<file path="config.mk">
export PLATFORM = sky130hd
export DESIGN_NAME = fht_wr_control_flat
export DESIGN_NICKNAME = d
export VERILOG_FILES = /design/src/rtl/fht_wr_control_if.sv /design/src/rtl/fht_wr_control.sv /design/src/flat_wrapper.sv
export SDC_FILE = /design/constraint.sdc
export NUM_CORES = 1
export LEC_CHECK = 0
export ABC_AREA = 1
export CAP_MARGIN = 0
export CORE_MARGIN = 8
export CORE_UTILIZATION = 29
export CTS_BUF_LIST = sky130_fd_sc_hd__clkbuf_2
export DETAILED_ROUTE_END_ITERATION = 8
export GPL_TIMING_DRIVEN = 1
export PLACE_DENSITY = 0.53
export REMOVE_ABC_BUFFERS = 1
export SYNTH_ARGS = -nofsm -noshare
export SYNTH_HDL_FRONTEND = slang
export SYNTH_SLANG_ARGS = --single-unit
export TNS_END_PERCENT = 1
</file>
<file path="constraint.sdc">
create_clock -name iCLK -period 5.6 [get_ports iCLK]
set_clock_uncertainty 0.15 [all_clocks]
set_input_delay 0.56 -clock iCLK [delete_from_list [all_inputs] [get_ports iCLK]]
set_output_delay 0.56 -clock iCLK [all_outputs]
set_load 0.01 [all_outputs]
</file>
<file path="src/rtl/fht_wr_control_if.sv">
// fht_wr_control_if
//   Bundles the stage-control inputs and the bank-RAM write-port outputs of
//   fht_wr_control.
//   master : the read-side controller side (drives iSTART/iSTAGE_GO/iSTAGE/
//            iSOURCE_DATA, observes write outputs)
//   slave  : fht_wr_control itself
//   Signals:
//     iSTART         FHT start pulse, aborts activity
//     iSTAGE_GO      one-cycle strobe on the first read cycle of a stage
//     iSTAGE[3:0]    stage index, sampled with iSTAGE_GO
//     iSOURCE_DATA   RAM set read this stage (0 = A), sampled with iSTAGE_GO
//     oADDR_WR       primary write address
//     oADDR_WR_BIAS  paired write address
//     oADDR_COEF     coefficient ROM address
//     oWE_A / oWE_B  write enables for RAM set A / B
//     oBUSY          stage write sequence in progress
//     oDONE          pulse after the last write of the final stage
//     oOVERRUN       sticky: stage strobe arrived while busy
interface fht_wr_control_if #(
  parameter int A_BIT = 8
);
  logic             iSTART;
  logic             iSTAGE_GO;
  logic [3:0]       iSTAGE;
  logic             iSOURCE_DATA;
  logic [A_BIT-1:0] oADDR_WR;
  logic [A_BIT-1:0] oADDR_WR_BIAS;
  logic [A_BIT-1:0] oADDR_COEF;
  logic             oWE_A;
  logic             oWE_B;
  logic             oBUSY;
  logic             oDONE;
  logic             oOVERRUN;

  modport master (
    output iSTART, iSTAGE_GO, iSTAGE, iSOURCE_DATA,
    input  oADDR_WR, oADDR_WR_BIAS, oADDR_COEF, oWE_A, oWE_B,
           oBUSY, oDONE, oOVERRUN
  );

  modport slave (
    input  iSTART, iSTAGE_GO, iSTAGE, iSOURCE_DATA,
    output oADDR_WR, oADDR_WR_BIAS, oADDR_COEF, oWE_A, oWE_B,
           oBUSY, oDONE, oOVERRUN
  );
endinterface

</file>
<file path="src/rtl/fht_wr_control.sv">
// fht_wr_control
//   Write-side address / write-enable generator for the FHT core. Each
//   iSTAGE_GO replays the stage's 2^A_BIT butterfly slots (2 cycles each),
//   delayed by the butterfly latency LAT, driving primary, bias and
//   coefficient addresses plus per-set write enables.
//   Ports:
//     iCLK    clock
//     iRESET  asynchronous active-low reset
//     bus     fht_wr_control_if.slave (stage control in, write port out)
//   Parameters:
//     A_BIT   bank address width
//     LAT     read-slot to write-slot latency, 1..6
//     LAST_ST index of the final stage
module fht_wr_control #(
  parameter int A_BIT   = 8,
  parameter int LAT     = 4,
  parameter int LAST_ST = 10
) (
  input  logic                iCLK,
  input  logic                iRESET,
  fht_wr_control_if.slave     bus
);

  typedef enum logic [1:0] {S_IDLE, S_DELAY, S_WRITE} state_t;

  localparam logic [2:0] DLY_LAST = 3'((LAT > 1) ? (LAT - 2) : 0);
  localparam logic [3:0] LAST_K   = 4'(LAST_ST);

  state_t           r_state;
  logic [2:0]       r_dly;
  logic             r_phase;
  logic [A_BIT-1:0] r_j;
  logic [3:0]       r_stage;
  logic             r_src;
  logic [A_BIT-1:0] r_bias;
  logic [A_BIT-1:0] r_coef;
  logic             r_we_a;
  logic             r_we_b;
  logic             r_busy;
  logic             r_done;
  logic             r_overrun;

  // Paired address: invert bit (A_BIT-k) for the middle stages.
  function automatic logic [A_BIT-1:0] bias_f(input logic [A_BIT-1:0] j,
                                               input logic [3:0] k);
    int kk;
    kk = int'(k);
    if (kk >= 1 && kk <= A_BIT && kk != LAST_ST)
      bias_f = j ^ (A_BIT'(1) << (A_BIT - kk));
    else
      bias_f = j;
  endfunction

  // (j mod 2^(A_BIT-k+1)) << (k-1) truncated equals j << (k-1) truncated,
  // since the bits removed by the modulo are exactly the ones shifted out.
  function automatic logic [A_BIT-1:0] coef_f(input logic [A_BIT-1:0] j,
                                               input logic [3:0] k);
    int kk;
    kk = int'(k);
    if (kk >= 1 && kk <= A_BIT)
      coef_f = j << (kk - 1);
    else
      coef_f = '0;
  endfunction

  always_ff @(posedge iCLK or negedge iRESET) begin
    if (!iRESET) begin
      r_state   <= S_IDLE;
      r_dly     <= '0;
      r_phase   <= 1'b0;
      r_j       <= '0;
      r_stage   <= '0;
      r_src     <= 1'b0;
      r_bias    <= '0;
      r_coef    <= '0;
      r_we_a    <= 1'b0;
      r_we_b    <= 1'b0;
      r_busy    <= 1'b0;
      r_done    <= 1'b0;
      r_overrun <= 1'b0;
    end else if (bus.iSTART) begin
      r_state   <= S_IDLE;
      r_dly     <= '0;
      r_phase   <= 1'b0;
      r_j       <= '0;
      r_bias    <= bias_f('0, r_stage);
      r_coef    <= coef_f('0, r_stage);
      r_we_a    <= 1'b0;
      r_we_b    <= 1'b0;
      r_busy    <= 1'b0;
      r_done    <= 1'b0;
      r_overrun <= 1'b0;
    end else if (bus.iSTAGE_GO) begin
      // A strobe while busy abandons the current stage and restarts at slot 0.
      if (r_state != S_IDLE)
        r_overrun <= 1'b1;
      r_stage <= bus.iSTAGE;
      r_src   <= bus.iSOURCE_DATA;
      r_j     <= '0;
      r_bias  <= bias_f('0, bus.iSTAGE);
      r_coef  <= coef_f('0, bus.iSTAGE);
      r_busy  <= 1'b1;
      r_done  <= 1'b0;
      r_phase <= 1'b0;
      r_dly   <= '0;
      if (LAT == 1) begin
        r_state <= S_WRITE;
        r_we_a  <= bus.iSOURCE_DATA;
        r_we_b  <= ~bus.iSOURCE_DATA;
      end else begin
        r_state <= S_DELAY;
        r_we_a  <= 1'b0;
        r_we_b  <= 1'b0;
      end
    end else begin
      case (r_state)
        S_IDLE: begin
          r_we_a <= 1'b0;
          r_we_b <= 1'b0;
          r_done <= 1'b0;
        end
        S_DELAY: begin
          if (r_dly == DLY_LAST) begin
            r_state <= S_WRITE;
            r_phase <= 1'b0;
            r_we_a  <= r_src;
            r_we_b  <= ~r_src;
          end else begin
            r_dly <= r_dly + 3'd1;
          end
        end
        S_WRITE: begin
          if (!r_phase) begin
            r_phase <= 1'b1;
            r_we_a  <= 1'b0;
            r_we_b  <= 1'b0;
            if (r_j == '1 && r_stage == LAST_K)
              r_done <= 1'b1;
          end else begin
            r_phase <= 1'b0;
            r_done  <= 1'b0;
            if (r_j == '1) begin
              // Addresses stay on the last slot until the next strobe.
              r_state <= S_IDLE;
              r_busy  <= 1'b0;
            end else begin
              r_j    <= r_j + A_BIT'(1);
              r_bias <= bias_f(r_j + A_BIT'(1), r_stage);
              r_coef <= coef_f(r_j + A_BIT'(1), r_stage);
              r_we_a <= r_src;
              r_we_b <= ~r_src;
            end
          end
        end
        default: r_state <= S_IDLE;
      endcase
    end
  end

  assign bus.oADDR_WR      = r_j;
  assign bus.oADDR_WR_BIAS = r_bias;
  assign bus.oADDR_COEF    = r_coef;
  assign bus.oWE_A         = r_we_a;
  assign bus.oWE_B         = r_we_b;
  assign bus.oBUSY         = r_busy;
  assign bus.oDONE         = r_done;
  assign bus.oOVERRUN      = r_overrun;

endmodule

</file>
<file path="src/flat_wrapper.sv">
// flat-port wrapper written by rule: the top's interface ports become plain ports
module fht_wr_control_flat 
#(
  parameter int A_BIT   = 8,
  parameter int LAT     = 4,
  parameter int LAST_ST = 10
)
  (iCLK, iRESET, bus_iSTART, bus_iSTAGE_GO, bus_iSTAGE, bus_iSOURCE_DATA, bus_oADDR_WR, bus_oADDR_WR_BIAS, bus_oADDR_COEF, bus_oWE_A, bus_oWE_B, bus_oBUSY, bus_oDONE, bus_oOVERRUN);
  fht_wr_control_if #(.A_BIT(A_BIT)) bus_i ();
  input  logic iCLK;
  input  logic iRESET;
  input wire logic [$bits(bus_i.iSTART)-1:0] bus_iSTART;
  input wire logic [$bits(bus_i.iSTAGE_GO)-1:0] bus_iSTAGE_GO;
  input wire logic [$bits(bus_i.iSTAGE)-1:0] bus_iSTAGE;
  input wire logic [$bits(bus_i.iSOURCE_DATA)-1:0] bus_iSOURCE_DATA;
  output wire logic [$bits(bus_i.oADDR_WR)-1:0] bus_oADDR_WR;
  output wire logic [$bits(bus_i.oADDR_WR_BIAS)-1:0] bus_oADDR_WR_BIAS;
  output wire logic [$bits(bus_i.oADDR_COEF)-1:0] bus_oADDR_COEF;
  output wire logic [$bits(bus_i.oWE_A)-1:0] bus_oWE_A;
  output wire logic [$bits(bus_i.oWE_B)-1:0] bus_oWE_B;
  output wire logic [$bits(bus_i.oBUSY)-1:0] bus_oBUSY;
  output wire logic [$bits(bus_i.oDONE)-1:0] bus_oDONE;
  output wire logic [$bits(bus_i.oOVERRUN)-1:0] bus_oOVERRUN;
  assign bus_i.iSTART = bus_iSTART;
  assign bus_i.iSTAGE_GO = bus_iSTAGE_GO;
  assign bus_i.iSTAGE = bus_iSTAGE;
  assign bus_i.iSOURCE_DATA = bus_iSOURCE_DATA;
  assign bus_oADDR_WR = bus_i.oADDR_WR;
  assign bus_oADDR_WR_BIAS = bus_i.oADDR_WR_BIAS;
  assign bus_oADDR_COEF = bus_i.oADDR_COEF;
  assign bus_oWE_A = bus_i.oWE_A;
  assign bus_oWE_B = bus_i.oWE_B;
  assign bus_oBUSY = bus_i.oBUSY;
  assign bus_oDONE = bus_i.oDONE;
  assign bus_oOVERRUN = bus_i.oOVERRUN;
  fht_wr_control #(.A_BIT(A_BIT), .LAT(LAT), .LAST_ST(LAST_ST)) u_core (.iCLK(iCLK), .iRESET(iRESET), .bus(bus_i));
endmodule
</file>
==> results of run 1 <==
[final cells by class]
class	count	area [µm²]	share of cell area
Multi-Input combinational cell	306	1580	0.467
Sequential cell	40	1000	0.297
Timing Repair Buffer	37	365	0.108
Inverter	49	189	0.0560
Tap cell	133	166	0.0493
Clock inverter	3	47.5	0.0141
Clock buffer	5	25.0	0.00742
Antenna cell	1	2.50	0.000742
[how the worst max path moves through the flow]
stage | startpoint | to | slack, ns | cells after the start
floorplan | u_core.r_stage[0] | u_core.bus.oADDR_COEF[0] | 3.51 | 6
global placement | bus_iSTART | u_core.bus.oADDR_COEF[1] | 2.61 | 8
detailed placement | bus_iSTART | u_core.bus.oADDR_COEF[3] | 2.57 | 8
CTS | u_core.r_stage[0] | u_core.bus.oADDR_COEF[0] | 2.91 | 6
global route | u_core.r_stage[0] | u_core.bus.oADDR_COEF[0] | 2.70 | 6
finish | u_core.r_stage[0] | u_core.bus.oADDR_WR_BIAS[4] | 2.89 | 9
[cell usage after synthesis (2+ instances only)]
cell type,instances
a21oi_1,14
a31oi_1,2
buf_2,5
buf_4,2
dfrtp_1,40
ha_1,12
inv_1,42
inv_2,4
inv_4,2
nand2_1,114
nand2_4,4
nand3_1,45
nand3_2,3
nand3b_1,2
nand4_1,7
nor2_1,41
nor2_2,9
nor2_8,2
nor3_1,7
nor4_1,2
o2111ai_1,2
o21ai_0,20
o21ai_1,7
o22ai_1,5
xor2_1,2
[through the flow]
stage	hold slack, ns	cells	worst slack [ns]
3_5_place_dp	0.319	565	2.57
2_1_floorplan	0.114	395	3.51
5_1_grt	0.0989	573	2.70
6_report	0.0603	574	2.89
4_1_cts	0.102	573	2.91
3_3_place_gp	0.321	565	2.61
[where the power goes]
part / internal, mW / switching (mW)
Combinational: 0.0656 / 0.129
Sequential: 0.303 / 0.0155
Clock: 0.0772 / 0.110
Total: 0.446 / 0.255
[routing by layer]
layer / routed length [µm] / up-vias
met3: 297 / 11
met5: 0 / -
met1: 3650 / 1291
met2: 3410 / 49
met4: 128 / 0
li1: - / 1390
[cells by family (layout without fill, tap and decap cells)]
group | count (synthesis) | in the layout
AOI/OAI and AO/OA | 51 | 51
xor gates and xnor gates | 3 | 3
adders and majority gates | 12 | 12
buffers and inverters | 59 | 94
DFF | 40 | 40
other | 0 | 1
and+or+nand+nor | 240 | 240
[sequential cells by signal (all words and copies together), names as in the netlist]
register / count
u_core.bus.oADDR_COEF: 8
u_core.bus.oADDR_WR: 8
u_core.bus.oADDR_WR_BIAS: 8
u_core.r_stage: 4
u_core.r_dly: 3
u_core.r_state: 2
u_core.bus.oBUSY: 1
u_core.bus.oDONE: 1
u_core.bus.oOVERRUN: 1
u_core.bus.oWE_A: 1
u_core.bus.oWE_B: 1
u_core.r_phase: 1
u_core.r_src: 1
[critical path: stages (launching register included)]
cell and delay (ns):
dfrtp_1 0.68, inv_2 0.23, ha_1 0.54, clkinv_1 0.31, nand3_1 0.21, nor2_1 0.10
o21ai_1 0.13, nor2_1 0.08, nor2_1 0.13, nor2_1 0.05
==> flow_metrics.tcl, run 1 <==
set metrics [dict create \
    status "complete, no violations" \
    grt_usage 0.118 \
    tns_ns 0 \
    crit_required_ns 5.80 \
    viasPerCell 4.78 \
    p_leak_nw 1.57 \
    cts_resized 0 \
    fillerInstances 1061 \
    fin_crit_ns 2.71 \
    cts_root_buffer "clkbuf_2" \
    post_cts_buffers 0 \
    portBuffers 37 \
    grt_pass1_vias 2599 \
    maxCapViolCount 0 \
    pwr_density_cell_nw_per_um2 208 \
    muxShareOfSynthArea 0 \
    final_common_cell "nand2_1" \
    met1_usage 0.159 \
    met2_usage 0.187 \
    netlist_area_um2 2840 \
    crit_fanout 15 \
    rr_worst_depth 9 \
    drv_slew 0 \
    r2r_end "u_core.bus.oADDR_WR_BIAS[4]" \
    end_kind "flip-flop" \
    finalHoldViolCount 0 \
    hpwl_mm 5.74 \
    power_uw 701 \
    rows 36 \
    die_x_um 115 \
    synth_cell_types 35 \
    vias 2741 \
    async_flop_share 1.00 \
    final_cell_area_um2 3370 \
    report.final.setup_viol 0 \
    cts.sinks 40 \
    first_iter_violations 180 \
    finalCritPeriodShare 0.484 \
    cts_max_path_buffers 2 \
    die-area_um2 13200 \
    synth_edf_count 0 \
    synth_top_family_by_area "simple AND/OR/NAND/NOR gates" \
    utilization 0.350 \
    ys_seq_area_frac 0.353 \
    io_pins 38 \
    firstDrtPassIters 5 \
    fin_nets 460 \
    syn-instance-count 405 \
    worst_pin_slew_ns 0.903 \
    synth_xor_area_frac 0.00926 \
    insertion_delay_ns 0.43 \
    initial_core_util 0.294 \
    ctsHoldBuffers 0 \
    ys.flop_type "dfrtp_1" \
    synth_adder_area_share 0.0529 \
    worstReg2RegStart "u_core.r_stage[0]" \
    grt-busiest-layer "met2" \
    synth_area_leaders "dfrtp_1 (35%), nand2_1 (15%), nand3_1 (7.9%)" \
    critPathArrivalTime_ns 2.91 \
    antenna_left 0 \
    ir_worst_vdd_v 0.0000756 \
    hold_class "primary input to asynchronous set/reset pin" \
    slew_headroom 0.398 \
    htreeDepth 2 \
    synthSimpleGateAreaFrac 0.397 \
    crit_type "flip-flop to flip-flop" \
    crit_path_start_kind "flip-flop" \
    grt_max_degree 41 \
    grt_overflow 0 \
    core_area_um2 9640 \
    yosys_register_bits 40 \
    die_y_um 115 \
    synth_top_cell_by_area "dfrtp_1" \
    placed_area_um2 3300 \
    gp_congestion 0.874 \
    wl_mm 7.48 \
    clkSlewWorstSetupHoldPaths_ns 0.24 \
    fmax_ghz 0.369 \
    use_met3 0.0205 \
    ys_warn_count 0 \
    synth.top_cell.area_share 0.353 \
    cts_tree "built" \
    grt_antenna_before_repair 0 \
    grt_pass1_wl_mm 12.6 \
    cts_made_buffers 5 \
    syn2layout_area_growth_pct 18.9 \
    synth_compound_area_frac 0.0966 \
    drive_gt1_frac 0.0818 \
    post_drt_wl_per_cell_um 13.0 \
    syn_area_per_cell_um2 7.00 \
    timing.reg2reg.setup_slack_ns 2.89 \
    rsz0062_at_grt "false" \
    final_cell_mix "nand2_1 (114), nand3_1 (45), inv_1 (42)" \
    drc 0 \
]
(Power assumes the default switching activity.)
==> run 2: changes to the inputs <==
==> constraint.sdc (replaced) <==
create_clock -name iCLK -period 2.5 [get_ports iCLK]
set_clock_uncertainty 0.15 [all_clocks]
set_input_delay 0.25 -clock iCLK [delete_from_list [all_inputs] [get_ports iCLK]]
set_output_delay 0.25 -clock iCLK [all_outputs]
set_load 0.01 [all_outputs]
==> run 2 against run 1 <==
  * Critical path depth grew 3
  * Power up 130%
  * Routed wire length rose by 0.98%
  * Flip-flop and latch count stayed put
  * Worst setup slack worse by 2.5 ns
  * Die area is the same
  * Via count is 1.2% lower
  * Highest routed layer unchanged
==> flow_metrics.tcl, run 2 (synthesis gave the netlist of run 1 again) <==
set metrics [dict create \
    portBuffers 37 \
    final_cell_area_um2 3420 \
    num_antenna_cells 0 \
    grt_overflow 0 \
    first_iter_violations 163 \
    wl_mm 7.56 \
    hpwl_mm 5.85 \
    gp_congestion 0.881 \
    tns_ns 0 \
    finalHoldViolCount 0 \
    cts_root_buffer "clkbuf_2" \
    insertion_delay_ns 0.42 \
    fin_crit_ns 2.08 \
    cts_max_path_buffers 2 \
    worst_pin_slew_ns 0.895 \
    drc 0 \
    end_kind "flip-flop" \
    instances_no_fill 579 \
    slew_headroom 0.403 \
    critPathArrivalTime_ns 2.29 \
    initial_core_util 0.294 \
    cts_made_buffers 5 \
    rows 36 \
    cp_slowest_cell "dfrtp_1" \
    cpMostUsedCell "nand2_1" \
    grt_antenna_before_repair 0 \
    core_area_um2 9640 \
    multiInputGateArea_um2 1580 \
    io_pins 38 \
    hold_class "primary input to flip-flop" \
    final_common_cell "nand2_1" \
    grt_usage 0.118 \
    fin_ws_ns 0.423 \
    pwr_density_cell_nw_per_um2 464 \
    grt_pass1_vias 2600 \
    ff_latch_area_um2 1000 \
    maxCapViolCount 0 \
    die-area_um2 13200 \
    drv_slew 0 \
    p_leak_nw 1.59 \
    report.final.setup_viol 0 \
    cts_tree "built" \
    max_stage_delay_ns 0.48 \
    ir_worst_vdd_v 0.000197 \
    rsz0062_at_grt "false" \
    crit_type "flip-flop to flip-flop" \
    post_drt_wl_per_cell_um 13.1 \
    firstDrtPassIters 5 \
    viasPerCell 4.68 \
    crit_chain "inv_1, ha_1, inv_1, nand2_1, nand2_4, inv_4, nand3_2, nor2_1, nand2_1, nand2_1, nor2_1, a21oi_1" \
    htreeDepth 2 \
    crit_fanout 9 \
    fillerInstances 1081 \
    final_cell_mix "nand2_1 (114), nand3_1 (45), inv_1 (42)" \
    die_y_um 115 \
    clkSlewWorstSetupHoldPaths_ns 0.24 \
    critPathTopFamily "simple AND/OR/NAND/NOR gates" \
    cts.sinks 40 \
    fin_nets 466 \
    vias 2707 \
    crit_path_start_kind "flip-flop" \
    fmax_ghz 0.481 \
    place_ws_ns 0.294 \
    die_x_um 115 \
    grt_max_degree 41 \
    placed_area_um2 3340 \
    status "complete, no violations" \
    critPathBufInv 3 \
    drive_gt1_frac 0.0919 \
    grt_pass1_wl_mm 12.7 \
    crit_required_ns 2.71 \
    syn2layout_area_growth_pct 20.5 \
    dpl.cell_count 570 \
    finalCritPeriodShare 0.831 \
    antenna_left 0 \
]
[run 2: cell count changes in the layout (fill, tap and decap cells not counted)]
cell / change
buf_4: +5
clkinv_4: -2
clkinvlp_4: +1
diode_2: -1
dlygate4sd3_1: +1
inv_6: +1
[run 2: final timing paths]
check                                         endpoint  cells past startpoint                     start  slack (ns)
max                        u_core.bus.oADDR_WR_BIAS[6]                     12         u_core.r_stage[1]        0.42
min                                       u_core.r_src                      3          bus_iSOURCE_DATA        0.24
max reg2reg                u_core.bus.oADDR_WR_BIAS[6]                     12         u_core.r_stage[1]        0.42
min reg2reg                   u_core.bus.oADDR_COEF[6]                      2  u_core.bus.oADDR_COEF[6]        0.36
max in group asynchronous               u_core.r_phase                      2                    iRESET        1.33
min in group asynchronous             u_core.bus.oDONE                      2                    iRESET        0.31
[run 2: worst reg2reg max path: stages (launching register included)]
cell and delay (ns):
dfrtp_1 0.48, inv_1 0.13, ha_1 0.23, inv_1 0.06
nand2_1 0.10, nand2_4 0.11, inv_4 0.12, nand3_2 0.12
nor2_1 0.21, nand2_1 0.08, nand2_1 0.07, nor2_1 0.04
a21oi_1 0.11
[run 2: layout make-up]
cell class / count / area share
timing repair buffer: 43 / 0.121
multi-input combinational: 306 / 0.461
inverter: 49 / 0.0553
tap: 133 / 0.0487
clock inverter: 3 / 0.0135
sequential: 40 / 0.293
clock buffer: 5 / 0.00732
[run 2: layer usage]
metal / global-route usage / wire (µm)
met1: 0.156 / 3650
met2: 0.193 / 3440
met3: 0.0215 / 367
met4: 0.0333 / 95
met5: 0 / 0
[run 2: repair_timing]
item | CTS | global route
gates resized for setup | 0 | 0
setup buffers | 0 | 0
hold buffers | 1 | 0
setup endpoints to repair | 0 | 0
hold endpoints to repair | 40 | 0
[run 2: stage by stage]
stage	util	power [mW]	hold WS, ns
global route	0.354	1.69	0.222
CTS	0.354	1.60	0.221
floorplan	-	1.01	-0.196
finish	0.354	1.59	0.236
global placement	0.346	1.18	0.291
detailed placement	0.346	1.18	0.297
[run 2: report_power, final]
part	leakage, nW	switching, mW	internal (mW)
sequential	0.536	0.0296	0.680
combinational	1.02	0.300	0.158
clock	0.0396	0.247	0.172
